==> src/rtl/matmul_8x8_sequencer.sv <==
// Job sequencer for the 8x8 int8 matmul datapath: streams A/B into the BRAMs, runs the
// multiply, then reads C back out over a ready/valid stream while hiding addr/enable timing.
module matmul_8x8_sequencer #(
    parameter int DWIDTH  = 8,
    parameter int AWIDTH  = 7,
    parameter int WORD_W  = 4 * DWIDTH,
    parameter int A_WORDS = 8,
    parameter int B_WORDS = 8,
    parameter int C_WORDS = 8,
    parameter int WR_LEAD = 2,
    parameter int RD_LAT  = 4,
    parameter int TIMEOUT = 1023
) (
    input  logic              clk,
    input  logic              reset,
    input  logic              go,
    output logic              busy,
    output logic              job_done,
    output logic              err_timeout,
    input  logic [WORD_W-1:0] in_data,
    input  logic              in_valid,
    output logic              in_ready,
    output logic [WORD_W-1:0] out_data,
    output logic              out_valid,
    input  logic              out_ready,
    output logic              enable_writing_to_mem,
    output logic              enable_reading_from_mem,
    output logic [AWIDTH-1:0] addr_pi,
    output logic [WORD_W-1:0] data_pi,
    output logic              we_a,
    output logic              we_b,
    output logic              we_c,
    output logic              start_mat_mul,
    input  logic              done_mat_mul,
    input  logic [WORD_W-1:0] data_from_out_mat
);

    localparam int TWIDTH = $clog2(TIMEOUT + 1);
    localparam int LWIDTH = $clog2(RD_LAT + 1);

    typedef enum logic [2:0] {
        S_IDLE       = 3'd0,
        S_LOAD_A     = 3'd1,
        S_LOAD_B     = 3'd2,
        S_FLUSH      = 3'd3,
        S_COMPUTE    = 3'd4,
        S_READ_ISSUE = 3'd5,
        S_READ_WAIT  = 3'd6,
        S_READ_OUT   = 3'd7
    } state_t;

    state_t              r_state;
    logic [AWIDTH-1:0]   r_cnt;
    logic [TWIDTH-1:0]   r_tmo;
    logic [LWIDTH-1:0]   r_lat;
    logic                r_busy;
    logic                r_job_done;
    logic                r_err_timeout;
    logic                r_in_ready;
    logic [WORD_W-1:0]   r_out_data;
    logic                r_out_valid;
    logic                r_en_wr;
    logic                r_en_rd;
    logic [AWIDTH-1:0]   r_addr_pi;
    logic [WORD_W-1:0]   r_data_pi;
    logic                r_we_a;
    logic                r_we_b;
    logic                r_we_c;
    logic                r_start;

    // Write-data delay pipe: addr_pi is registered on the beat, data/we leave WR_LEAD cycles later.
    logic                r_pipe_vld  [WR_LEAD];
    logic                r_pipe_isb  [WR_LEAD];
    logic [WORD_W-1:0]   r_pipe_data [WR_LEAD];

    assign busy                    = r_busy;
    assign job_done                = r_job_done;
    assign err_timeout             = r_err_timeout;
    assign in_ready                = r_in_ready;
    assign out_data                = r_out_data;
    assign out_valid               = r_out_valid;
    assign enable_writing_to_mem   = r_en_wr;
    assign enable_reading_from_mem = r_en_rd;
    assign addr_pi                 = r_addr_pi;
    assign data_pi                 = r_data_pi;
    assign we_a                    = r_we_a;
    assign we_b                    = r_we_b;
    assign we_c                    = r_we_c;
    assign start_mat_mul           = r_start;

    // Job FSM with all outputs, counters and the write-delay pipe registered here.
    always_ff @(posedge clk) begin
        if (reset) begin
            r_state       <= S_IDLE;
            r_cnt         <= '0;
            r_tmo         <= '0;
            r_lat         <= '0;
            r_busy        <= 1'b0;
            r_job_done    <= 1'b0;
            r_err_timeout <= 1'b0;
            r_in_ready    <= 1'b0;
            r_out_data    <= '0;
            r_out_valid   <= 1'b0;
            r_en_wr       <= 1'b0;
            r_en_rd       <= 1'b0;
            r_addr_pi     <= '0;
            r_data_pi     <= '0;
            r_we_a        <= 1'b0;
            r_we_b        <= 1'b0;
            r_we_c        <= 1'b0;
            r_start       <= 1'b0;
            for (int i = 0; i < WR_LEAD; i++) begin
                r_pipe_vld[i]  <= 1'b0;
                r_pipe_isb[i]  <= 1'b0;
                r_pipe_data[i] <= '0;
            end
        end else begin
            r_job_done     <= 1'b0;
            r_pipe_vld[0]  <= 1'b0;
            r_pipe_isb[0]  <= 1'b0;
            r_pipe_data[0] <= '0;
            for (int i = 1; i < WR_LEAD; i++) begin
                r_pipe_vld[i]  <= r_pipe_vld[i-1];
                r_pipe_isb[i]  <= r_pipe_isb[i-1];
                r_pipe_data[i] <= r_pipe_data[i-1];
            end
            r_we_a    <= r_pipe_vld[WR_LEAD-1] && !r_pipe_isb[WR_LEAD-1];
            r_we_b    <= r_pipe_vld[WR_LEAD-1] && r_pipe_isb[WR_LEAD-1];
            r_data_pi <= r_pipe_data[WR_LEAD-1];

            case (r_state)
                S_IDLE: begin
                    if (go) begin
                        r_state       <= S_LOAD_A;
                        r_cnt         <= '0;
                        r_err_timeout <= 1'b0;
                        r_busy        <= 1'b1;
                        r_in_ready    <= 1'b1;
                        r_en_wr       <= 1'b1;
                    end
                end
                S_LOAD_A: begin
                    if (in_valid && r_in_ready) begin
                        r_addr_pi      <= r_cnt;
                        r_pipe_vld[0]  <= 1'b1;
                        r_pipe_isb[0]  <= 1'b0;
                        r_pipe_data[0] <= in_data;
                        if (r_cnt == AWIDTH'(A_WORDS - 1)) begin
                            r_cnt   <= '0;
                            r_state <= S_LOAD_B;
                        end else begin
                            r_cnt <= r_cnt + AWIDTH'(1);
                        end
                    end
                end
                S_LOAD_B: begin
                    if (in_valid && r_in_ready) begin
                        r_addr_pi      <= r_cnt;
                        r_pipe_vld[0]  <= 1'b1;
                        r_pipe_isb[0]  <= 1'b1;
                        r_pipe_data[0] <= in_data;
                        if (r_cnt == AWIDTH'(B_WORDS - 1)) begin
                            r_cnt      <= '0;
                            r_in_ready <= 1'b0;
                            r_state    <= S_FLUSH;
                        end else begin
                            r_cnt <= r_cnt + AWIDTH'(1);
                        end
                    end
                end
                // The last we_b lands WR_LEAD cycles after its address; keep the write enable up until then.
                S_FLUSH: begin
                    if (r_cnt == AWIDTH'(WR_LEAD)) begin
                        r_cnt   <= '0;
                        r_en_wr <= 1'b0;
                        r_start <= 1'b1;
                        r_we_c  <= 1'b1;
                        r_tmo   <= '0;
                        r_state <= S_COMPUTE;
                    end else begin
                        r_cnt <= r_cnt + AWIDTH'(1);
                    end
                end
                S_COMPUTE: begin
                    if (done_mat_mul) begin
                        r_start   <= 1'b0;
                        r_we_c    <= 1'b0;
                        r_cnt     <= '0;
                        r_addr_pi <= '0;
                        r_en_rd   <= 1'b1;
                        r_state   <= S_READ_ISSUE;
                    end else if (r_tmo == TWIDTH'(TIMEOUT - 1)) begin
                        r_start       <= 1'b0;
                        r_we_c        <= 1'b0;
                        r_err_timeout <= 1'b1;
                        r_busy        <= 1'b0;
                        r_state       <= S_IDLE;
                    end else begin
                        r_tmo <= r_tmo + TWIDTH'(1);
                    end
                end
                S_READ_ISSUE: begin
                    r_lat   <= LWIDTH'(1);
                    r_state <= S_READ_WAIT;
                end
                S_READ_WAIT: begin
                    if (r_lat == LWIDTH'(RD_LAT)) begin
                        r_out_data  <= data_from_out_mat;
                        r_out_valid <= 1'b1;
                        r_en_rd     <= 1'b0;
                        r_state     <= S_READ_OUT;
                    end else begin
                        r_lat <= r_lat + LWIDTH'(1);
                    end
                end
                S_READ_OUT: begin
                    if (out_ready) begin
                        r_out_valid <= 1'b0;
                        if (r_cnt == AWIDTH'(C_WORDS - 1)) begin
                            r_job_done <= 1'b1;
                            r_busy     <= 1'b0;
                            r_state    <= S_IDLE;
                        end else begin
                            r_cnt     <= r_cnt + AWIDTH'(1);
                            r_addr_pi <= r_cnt + AWIDTH'(1);
                            r_en_rd   <= 1'b1;
                            r_state   <= S_READ_ISSUE;
                        end
                    end
                end
                default: begin
                    r_state     <= S_IDLE;
                    r_busy      <= 1'b0;
                    r_in_ready  <= 1'b0;
                    r_en_wr     <= 1'b0;
                    r_en_rd     <= 1'b0;
                    r_start     <= 1'b0;
                    r_we_c      <= 1'b0;
                    r_out_valid <= 1'b0;
                end
            endcase
        end
    end

endmodule

==> config.mk <==
export PLATFORM = sky130hd
export DESIGN_NAME = matmul_8x8_sequencer
export DESIGN_NICKNAME = d
export VERILOG_FILES = /design/src/rtl/matmul_8x8_sequencer.sv
export SDC_FILE = /design/constraint.sdc
export NUM_CORES = 1
export LEC_CHECK = 0
export ABC_AREA = 1
export BUFFER_PORTS_ARGS = -buffer_cell sky130_fd_sc_hd__buf_2
export CORE_UTILIZATION = 45
export CTS_CLUSTER_DIAMETER = 150
export DETAILED_ROUTE_END_ITERATION = 8
export PLACE_DENSITY = 0.69
export SYNTH_ARGS = -nofsm -noshare
export SYNTH_HDL_FRONTEND = slang
export SYNTH_SLANG_ARGS = --single-unit
==> constraint.sdc <==
create_clock -name clk -period 2.1 [get_ports clk]
set_input_delay 0.42 -clock clk [delete_from_list [all_inputs] [get_ports clk]]
set_output_delay 0.42 -clock clk [all_outputs]
set_load 0.05 [all_outputs]
# ---- Word level (Yosys, flattened, before mapping)
# Memories as Yosys holds them, arrays and structs flattened. A register that Yosys moved wholly into a read port is not among the register bits.
# Index checks and enable logic that the tools add are counted.
dict set report word_totals {
  output_inout_bits 82
  n_memories 3
  ram_bits 68
  regBits 72
}
dict set report classes {
  mux 76
  addsub 3
  n_bitwise 14
  n_reduce_logical 30
  n_eq_ne 28
}
# memory words word_bits read_ports rd_clocked_by_memory_dff write_ports line
set memory_table {}
lappend memory_table {r_pipe_data 2 32 2 1 2 74} ;# logic [WORD_W-1:0] r_pipe_data [WR_LEAD];
lappend memory_table {r_pipe_isb 2 1 2 0 2 73} ;# logic r_pipe_isb [WR_LEAD];
lappend memory_table {r_pipe_vld 2 1 2 0 2 72} ;# logic r_pipe_vld [WR_LEAD];
# operator count
set ops {}
lappend ops {{$mux 32} 4}
lappend ops {{$mux 7} 8}
lappend ops {{$mux 1} 37}
lappend ops {{$mux 3} 12}
lappend ops {{$pmux 7 s5} 1}
lappend ops {{$mux 10} 3}
lappend ops {{$ne 2x2->1 const B} 15}
lappend ops {{$pmux 3 s8} 1}
lappend ops {{$pmux 7 s3} 1}
lappend ops {{$pmux 10 s2} 1}
lappend ops {{$eq 3x3->1 const B} 5}
lappend ops {{$or 1x1->1} 12}
lappend ops {{$reduce_and 4->1} 3}
lappend ops {{$reduce_and 6->1} 2}
lappend ops {{$reduce_bool 2->1} 6}
lappend ops {{$add 10x1->10 const B} 1}
lappend ops {{$eq 10x10->1 const B} 1}
lappend ops {{$pmux 1 s2} 5}
lappend ops {{$reduce_and 5->1} 2}
lappend ops {{$reduce_and 3->1} 3}
lappend ops {{$reduce_and 9->1} 1}
lappend ops {{$reduce_bool 3->1} 3}
lappend ops {{$add 7x1->7 const B} 1}
lappend ops {{$eq 7x2->1 const B} 1}
lappend ops {{other kinds (16)} 22}

# ---- Longest topological paths before layout
# Gate-level depths: netlist of run 1.
dict set report depth {
  ltp_word 7
  mapped_depth 11
  depth_no_buf 11
}

# ---- Least setup slack after synthesis of run 1
# No wires, ideal clock.
dict set report synth_timing {
  kind {register -> register}
  startpoint {register r_state[0]}
  endpoint {register r_addr_pi[6], in the netlist addr_pi[6]}
  path_buffers 1
  t_required_ns 1.984
  synth_period_minus_slack_ns 1.667
  slack_ns 0.433
  path_stages_with_launch 9
  t_arrival_ns 1.550
  setup_time_ns 0.116
  path_cell_list {dfxtp_1 -> buf_2 -> inv_1 -> fa_1 -> nand2_1 -> nor2_2 -> inv_2 -> nor2_1 -> nor2_1}
}
dict set report synth_via {
  elab_chain_cells 4
}
# element line
set synth_rtl {}
lappend synth_rtl {{start, declared} 52} ;# state_t r_state;
lappend synth_rtl {{start signal, assigned} 94} ;# r_state <= S_IDLE;
lappend synth_rtl {{start signal, assigned} 134} ;# r_state <= S_LOAD_A;
lappend synth_rtl {{start signal, assigned} 150} ;# r_state <= S_LOAD_B;
lappend synth_rtl {{$eq 3x2->1 or $eq 3x1->1 (tied branches)} 131} ;# case (r_state)
lappend synth_rtl {{$reduce_or 2->1 (no source line)} n/a}
lappend synth_rtl {{$ne 2x1->1 (no source line) or $reduce_bool 3->1 (tied branches)} n/a}
lappend synth_rtl {{$reduce_and 5->1 (no source line)} n/a}
lappend synth_rtl {{end signal, assigned} 144} ;# r_addr_pi <= r_cnt;
lappend synth_rtl {{end signal, assigned} 158} ;# r_addr_pi <= r_cnt;
lappend synth_rtl {{end signal, assigned} 225} ;# r_addr_pi <= r_cnt + AWIDTH'(1);
lappend synth_rtl {{end, declared} 64} ;# logic [AWIDTH-1:0] r_addr_pi;
# Several ways; a longest one is shown, not always the timed one.
# A chain may end at the register's enable or synchronous reset.

# ---- Worst setup path after layout of run 1
dict set report layout_timing {
  startpoint {register r_state[0]}
  endpoint {register r_addr_pi[4], in the netlist addr_pi[4]}
}
# Same word-level chain as after synthesis.

==> metrics.txt, run 1 <==
Tmin final=1913 ps; initial antenna violation count=0; Reg2Reg Launch Point=r_state[0]; sequential-to-total area share from yosys stat=55.37%; commonest cells in the netlist=nor2_1, dfxtp_1, inv_1, nand2_1, o21ai_0; pin count of the biggest net entering global routing=89; Hold Startpoint=in_data[17]; end of the critical path=addr_pi[4]; Max-slew headroom=69.06%; Post-DRT Antenna Nets=0; FF-to-FF End=addr_pi[4]; setup TNS=0 ps; Bufs and invs on worst path=2; startpoint types=register; yosys warns=0; Gate Count Post-Synth=827; detailed placement HPWL=9.076 mm; Slew @ Worst Pin=464.1 ps; Critical Path Most Common Cell=nor2_1; Clock Skews=11.16 ps; reg2reg setup slack=190 ps; die width=119.6 um; total congestion overflow=0; Critical-path top delay cell=fa_1; Layout Nets=1053; Starting DRT DRC Count=approximately 390; wire per inst=11.58 um; GP Congestion=approximately 0.94; number of global-route vias before repair=4824; Async S/R FF share, synth=0%; CP peak stage delay=550 ps; CTS max path bufs=2; Levels on crit path=7; core area=~13000 um^2; critical path fanouts, max=8; dpl cells=1133; crit path from=r_state[0]; period utilization=91.07%; fmax=0.5229 GHz; # DRC=0; Syn Std Cell Area=6218 um^2; H-tree depth=4; top-area cell type share of the netlist area=between 50% and 60%; Finished Layout Cells=1163; Yosys reg bits=172; register area=approximately 3400 um^2; Synth Net Count=904; R2R cell count=7; area of placed instances=between 7000 and 8000 um^2; Worst EP arrival=~2200 ps; area leader, netlist=dfxtp_1; Final WS setup=between 150 and 200 ps; Slew Limit Fails=0; Layout area overhead=24.37%; primary flip-flop cell chosen by synthesis mapping=dfxtp_1; Layout Utilization=roughly 58%; DIE HEIGHT=roughly 120 um; CTS sink count=roughly 170; Synth cell types=31; Crit path max-delay family=adder cells; Die ar.=around 14000 um^2; area of the multi-input gates=~2100 um^2; gr usage total=20.09%; io pins=approximately 150; synth top area cells=dfxtp_1, nor2_1, inv_1; Rows=42; share of cells above drive strength 1=20.36%; ant diodes=0; required time worst endpoint=2410 ps; Post-synth EDFFs=0; # Max-Cap Violations=0; drt total wl=~13 mm; CTS Buf Count=17; final instance area=roughly 7700 um^2; post-cts gate resize count=0; hold_buf cts=0; CP Cell Sequence=inv_1 -> fa_1 -> nand2_1 -> nor2_2 -> inv_2 -> nor2_1 -> nor2_1; Setup Buffers After CTS=0; worst hold path class=input pin to register; CTS clk-pin slew, worst paths=70 ps; IO Port Bufs=between 150 and 200; RSZ-0062 raised after global routing=no; CTS tree=built; maximum VDD drop=slightly below 0.0008 V; most common cell in the netlist=nor2_1; Critical Path Sink Type=register; # fillers=about 1300; status=finished clean; First-pass DRT Iterations=5; clk root buf=clkbuf_16; final setup violation count=0; critical path class=register to register; first-pass GRT wire length=22.54 mm; pre-CTS setup slack=237.1 ps; Starting Density=between 40% and 50%; Vias=5294; Post-Syn Area per Cell=7.519 um^2; Fin. Hold Viols=0; Clock Latency Late Sink=430 ps; static leakage=3.794 nW; pwr dens=1056 nW/um^2; Via density=4.552
==> cell usage in the layout (no fill, tap or decap), types with 2 or more instances in the layout <==
| cell | instances |
|---|---|
| nor3_1 | 3 |
| inv_1 | 137 |
| nand2_1 | 99 |
| dfxtp_1 | 172 |
| bufinv_16 | 2 |
| ha_1 | 6 |
| inv_8 | 2 |
| xnor2_1 | 2 |
| clkbuf_16 | 17 |
| o21ai_0 | 51 |
| xor2_1 | 2 |
| nand3_1 | 42 |
| buf_2 | 151 |
| inv_6 | 5 |
| nand4_1 | 6 |
| buf_4 | 6 |
| nor2_2 | 3 |
| inv_2 | 6 |
| nor2_1 | 234 |
| a21oi_1 | 23 |
| clkinvlp_4 | 2 |
==> how the worst min path moves through the flow <==
stage                    endpoint  slack [ps]  cells past startpoint
6_report       r_pipe_data[0][17]         200                      3
5_1_grt        r_pipe_data[0][11]         180                      3
4_1_cts        r_pipe_data[0][26]         180                      3
3_5_place_dp          data_pi[18]         390                      2
3_3_place_gp   r_pipe_data[1][28]         390                      2
2_1_floorplan          data_pi[0]         390                      2
==> per-stage QoR <==
stage / power (W) / hold WS [ps]
after floorplan: 0.004667 / 388.3
after global placement: 0.005078 / 388.4
after detailed placement: 0.005076 / 392.2
after CTS: 0.008226 / 183.5
after global routing: 0.008579 / 177.4
final: 0.008168 / 199.7
==> worst reg2reg max path, stage by stage, from the launching register on <==
cell     delay, ps
dfxtp_1        460
inv_1          140
fa_1           550
nand2_1         60
nor2_2         270
inv_2          120
nor2_1         120
nor2_1          70
==> final cells by class <==
| class | instances | area share, % |
|---|---|---|
| clock buffers | 18 | 5.679 |
| clock inverters | 12 | 1.941 |
| inverters | 144 | 6.989 |
| multi-input cells | 483 | 27.41 |
| flip-flops and latches | 172 | 44.52 |
| well taps | 176 | 2.847 |
| repair buffers | 158 | 10.61 |
==> routing by layer <==
layer	vias up	global-route usage, %	wire length [um]
li1	2784	-	-
met1	2322	24.69	6064
met2	163	33.09	6325
met3	25	5.941	815
met4	0	7.656	262
met5	-	0	0
==> cells by family (layout without fill, tap and decap cells) <==
family                     count (synthesis)  after routing  synth area share, %
adders and majority gates                  7              7                1.529
buffers and inverters                    172            332                10.54
AOI/OAI and AO/OA                         80             80                6.700
DFF                                      172            172                55.37
and+or+nand+nor                          392            392                25.29
xor gates and xnor gates                   4              4               0.5635
==> registers in the layout (all words and copies together) (netlist names), 2 cells and up <==
register,cells
out_data,32
data_pi,32
addr_pi,7
r_state,3
r_tmo,10
r_pipe_data,64
r_pipe_isb,2
r_pipe_vld,2
r_lat,3
r_cnt,7
==> power by group <==
group	internal (W)	leakage (nW)	switching, W
clock	0.00181	0.284	0.00132
combinational	0.000435	2.12	0.00109
sequential	0.00340	1.39	0.000114
total	0.00564	3.79	0.00253
(Power assumes the default switching activity.)
==> inputs of run 2 (changes only) <==
--- a/config.mk
+++ b/config.mk
@@ -7,10 +7,12 @@
 export LEC_CHECK = 0
 export ABC_AREA = 1
 export BUFFER_PORTS_ARGS = -buffer_cell sky130_fd_sc_hd__buf_2
-export CORE_UTILIZATION = 45
+export CORE_MARGIN = 1
+export CORE_UTILIZATION = 53
 export CTS_CLUSTER_DIAMETER = 150
 export DETAILED_ROUTE_END_ITERATION = 8
-export PLACE_DENSITY = 0.69
+export PLACE_DENSITY = 0.79
+export REMOVE_ABC_BUFFERS = 1
 export SYNTH_ARGS = -nofsm -noshare
 export SYNTH_HDL_FRONTEND = slang
 export SYNTH_SLANG_ARGS = --single-unit
==> run 2 against run 1 <==
Net effect: clock power is 5% higher; critical path type unchanged; combinational power hardly changed; die area is 15% lower; global-route usage is 2.4 points higher.
==> metrics.txt, run 2 (synthesis results as in run 1) <==
core area=roughly 11000 um^2; fmax=just over 0.5 GHz; final setup violation count=0; setup TNS=0 ps; CTS tree=built; Slew Limit Fails=0; Critical Path Sink Type=register; Critical-path top delay cell=fa_1; Tmin final=1935 ps; Layout Nets=1054; Clock Latency Late Sink=around 430 ps; pwr dens=1075 nW/um^2; worst hold path class=input pin to register; R2R cell count=7; area of placed instances=7098 um^2; critical path class=register to register; pin count of the biggest net entering global routing=74; first-pass GRT wire length=between 20 and 25 mm; Reg2Reg Launch Point=r_state[0]; Worst EP arrival=2250 ps; Worst Hold End=r_pipe_data[0][3]; Largest register FFs=64; Die ar.=12170 um^2; initial antenna violation count=0; wire per inst=between 10 and 15 um; most frequent cells in the layout=nor2_1, dfxtp_1, buf_2; share of cells above drive strength 1=20.61%; CTS Buf Count=17; CTS max path bufs=2; FF-to-FF End=addr_pi[6]; detailed placement HPWL=8.748 mm; Max-slew headroom=a little over half; Clock Skews=21.76 ps; Layout Utilization=67.66%; hold depth=3; Starting Density=54.46%; gr usage total=22.48%; maximum VDD drop=~0.00067 V; reg2reg setup slack=~170 ps; # Max-Cap Violations=0; Post-DRT Antenna Nets=0; number of global-route vias before repair=4727; largest register by flop count=r_pipe_data; die width=110.3 um; First-pass DRT Iterations=5; static leakage=3.823 nW; Critical Path Most Common Cell=nor2_1; CP peak stage delay=540 ps; CP Cell Sequence=inv_1 -> fa_1 -> nand2_1 -> nor2_2 -> inv_2 -> nor2_1 -> nor2_1; required time worst endpoint=between 2000 and 2500 ps; period utilization=between 90 and 100%; Bufs and invs on worst path=2; Fin. Hold Viols=0; drt total wl=13.04 mm; Starting DRT DRC Count=374; RSZ-0062 raised after global routing=no; Vias=5275; Setup Buffers After CTS=0; clk root buf=clkbuf_16; post-cts gate resize count=0; worst hold slack=a little under 200 ps; ant diodes=0; Levels on crit path=7; Rows=39; io pins=152; critical path fanouts, max=8; GP Congestion=0.9080; IO Port Bufs=151; status=finished clean; Slew @ Worst Pin=712.4 ps; H-tree depth=4; hold_buf cts=0; Layout area overhead=24.25%; final instance area=7726 um^2; total congestion overflow=0; commonest non-fill, non-tap cell in the layout=nor2_1; Crit path max-delay family=adder cells; DIE HEIGHT=110.3 um; startpoint types=register; CTS clk-pin slew, worst paths=70 ps; CTS sink count=approximately 170; Hold Startpoint=in_data[3]; # DRC=0; Via density=4.656
-- run 2: cell count changes in the layout (fill, tap and decap cells not counted), sizes merged --
cell | before | now
clkbuf | 18 | 19
buf | 158 | 159
clkinv | 2 | 4
clkinvlp | 2 | 0
bufinv | 2 | 3
-- run 2: worst min-delay path, stage by stage --
cell and delay, ps:
buf_2 90, inv_1 40, nor2_1 30
-- run 2: routing by layer --
layer | vias up | wire (um) | global-route usage, %
met2 | 121 | 6435 | 37.36
met1 | 2351 | 5763 | 27.55
met3 | 16 | 667 | 6.232
li1 | 2787 | - | -
met4 | 0 | 174 | 8.835
met5 | - | 0 | 0
-- run 2: area by class of cell --
type / count / area (um^2)
Clock inverter: 13 / 175.2
Multi-Input combinational cell: 483 / 2120
Sequential cell: 172 / 3443
Tap cell: 143 / 178.9
Timing Repair Buffer: 159 / 815.8
Clock buffer: 19 / 452.9
Fill cell: 1010 / 3692
Inverter: 144 / 540.5
-- run 2: worst max path at each step --
stage | from | slack [ps] | end
CTS | r_state[0] | 180 | addr_pi[6]
detailed placement | r_state[0] | 190 | addr_pi[6]
global route | r_cnt[0] | 10 | r_tmo[8]
floorplan | r_state[0] | 40 | out_data[0]
finish | r_state[0] | 170 | addr_pi[6]
global placement | r_state[0] | 260 | addr_pi[6]
-- run 2: stage by stage --
stage | worst slack [ps] | std cells | power [W]
finish | 165.5 | 1133 | 0.008304
global route | 9.887 | 1133 | 0.008695
CTS | 176.2 | 1133 | 0.008363
detailed placement | 190.2 | 1101 | 0.005061
global placement | 262.5 | 1101 | 0.005051
floorplan | 40.32 | 799 | 0.004625
-- run 2: where the power goes --
part           switching (W)  internal, W
registers           0.000103      0.00340
logic                0.00109     0.000426
clock network        0.00133      0.00197
total                0.00251      0.00579
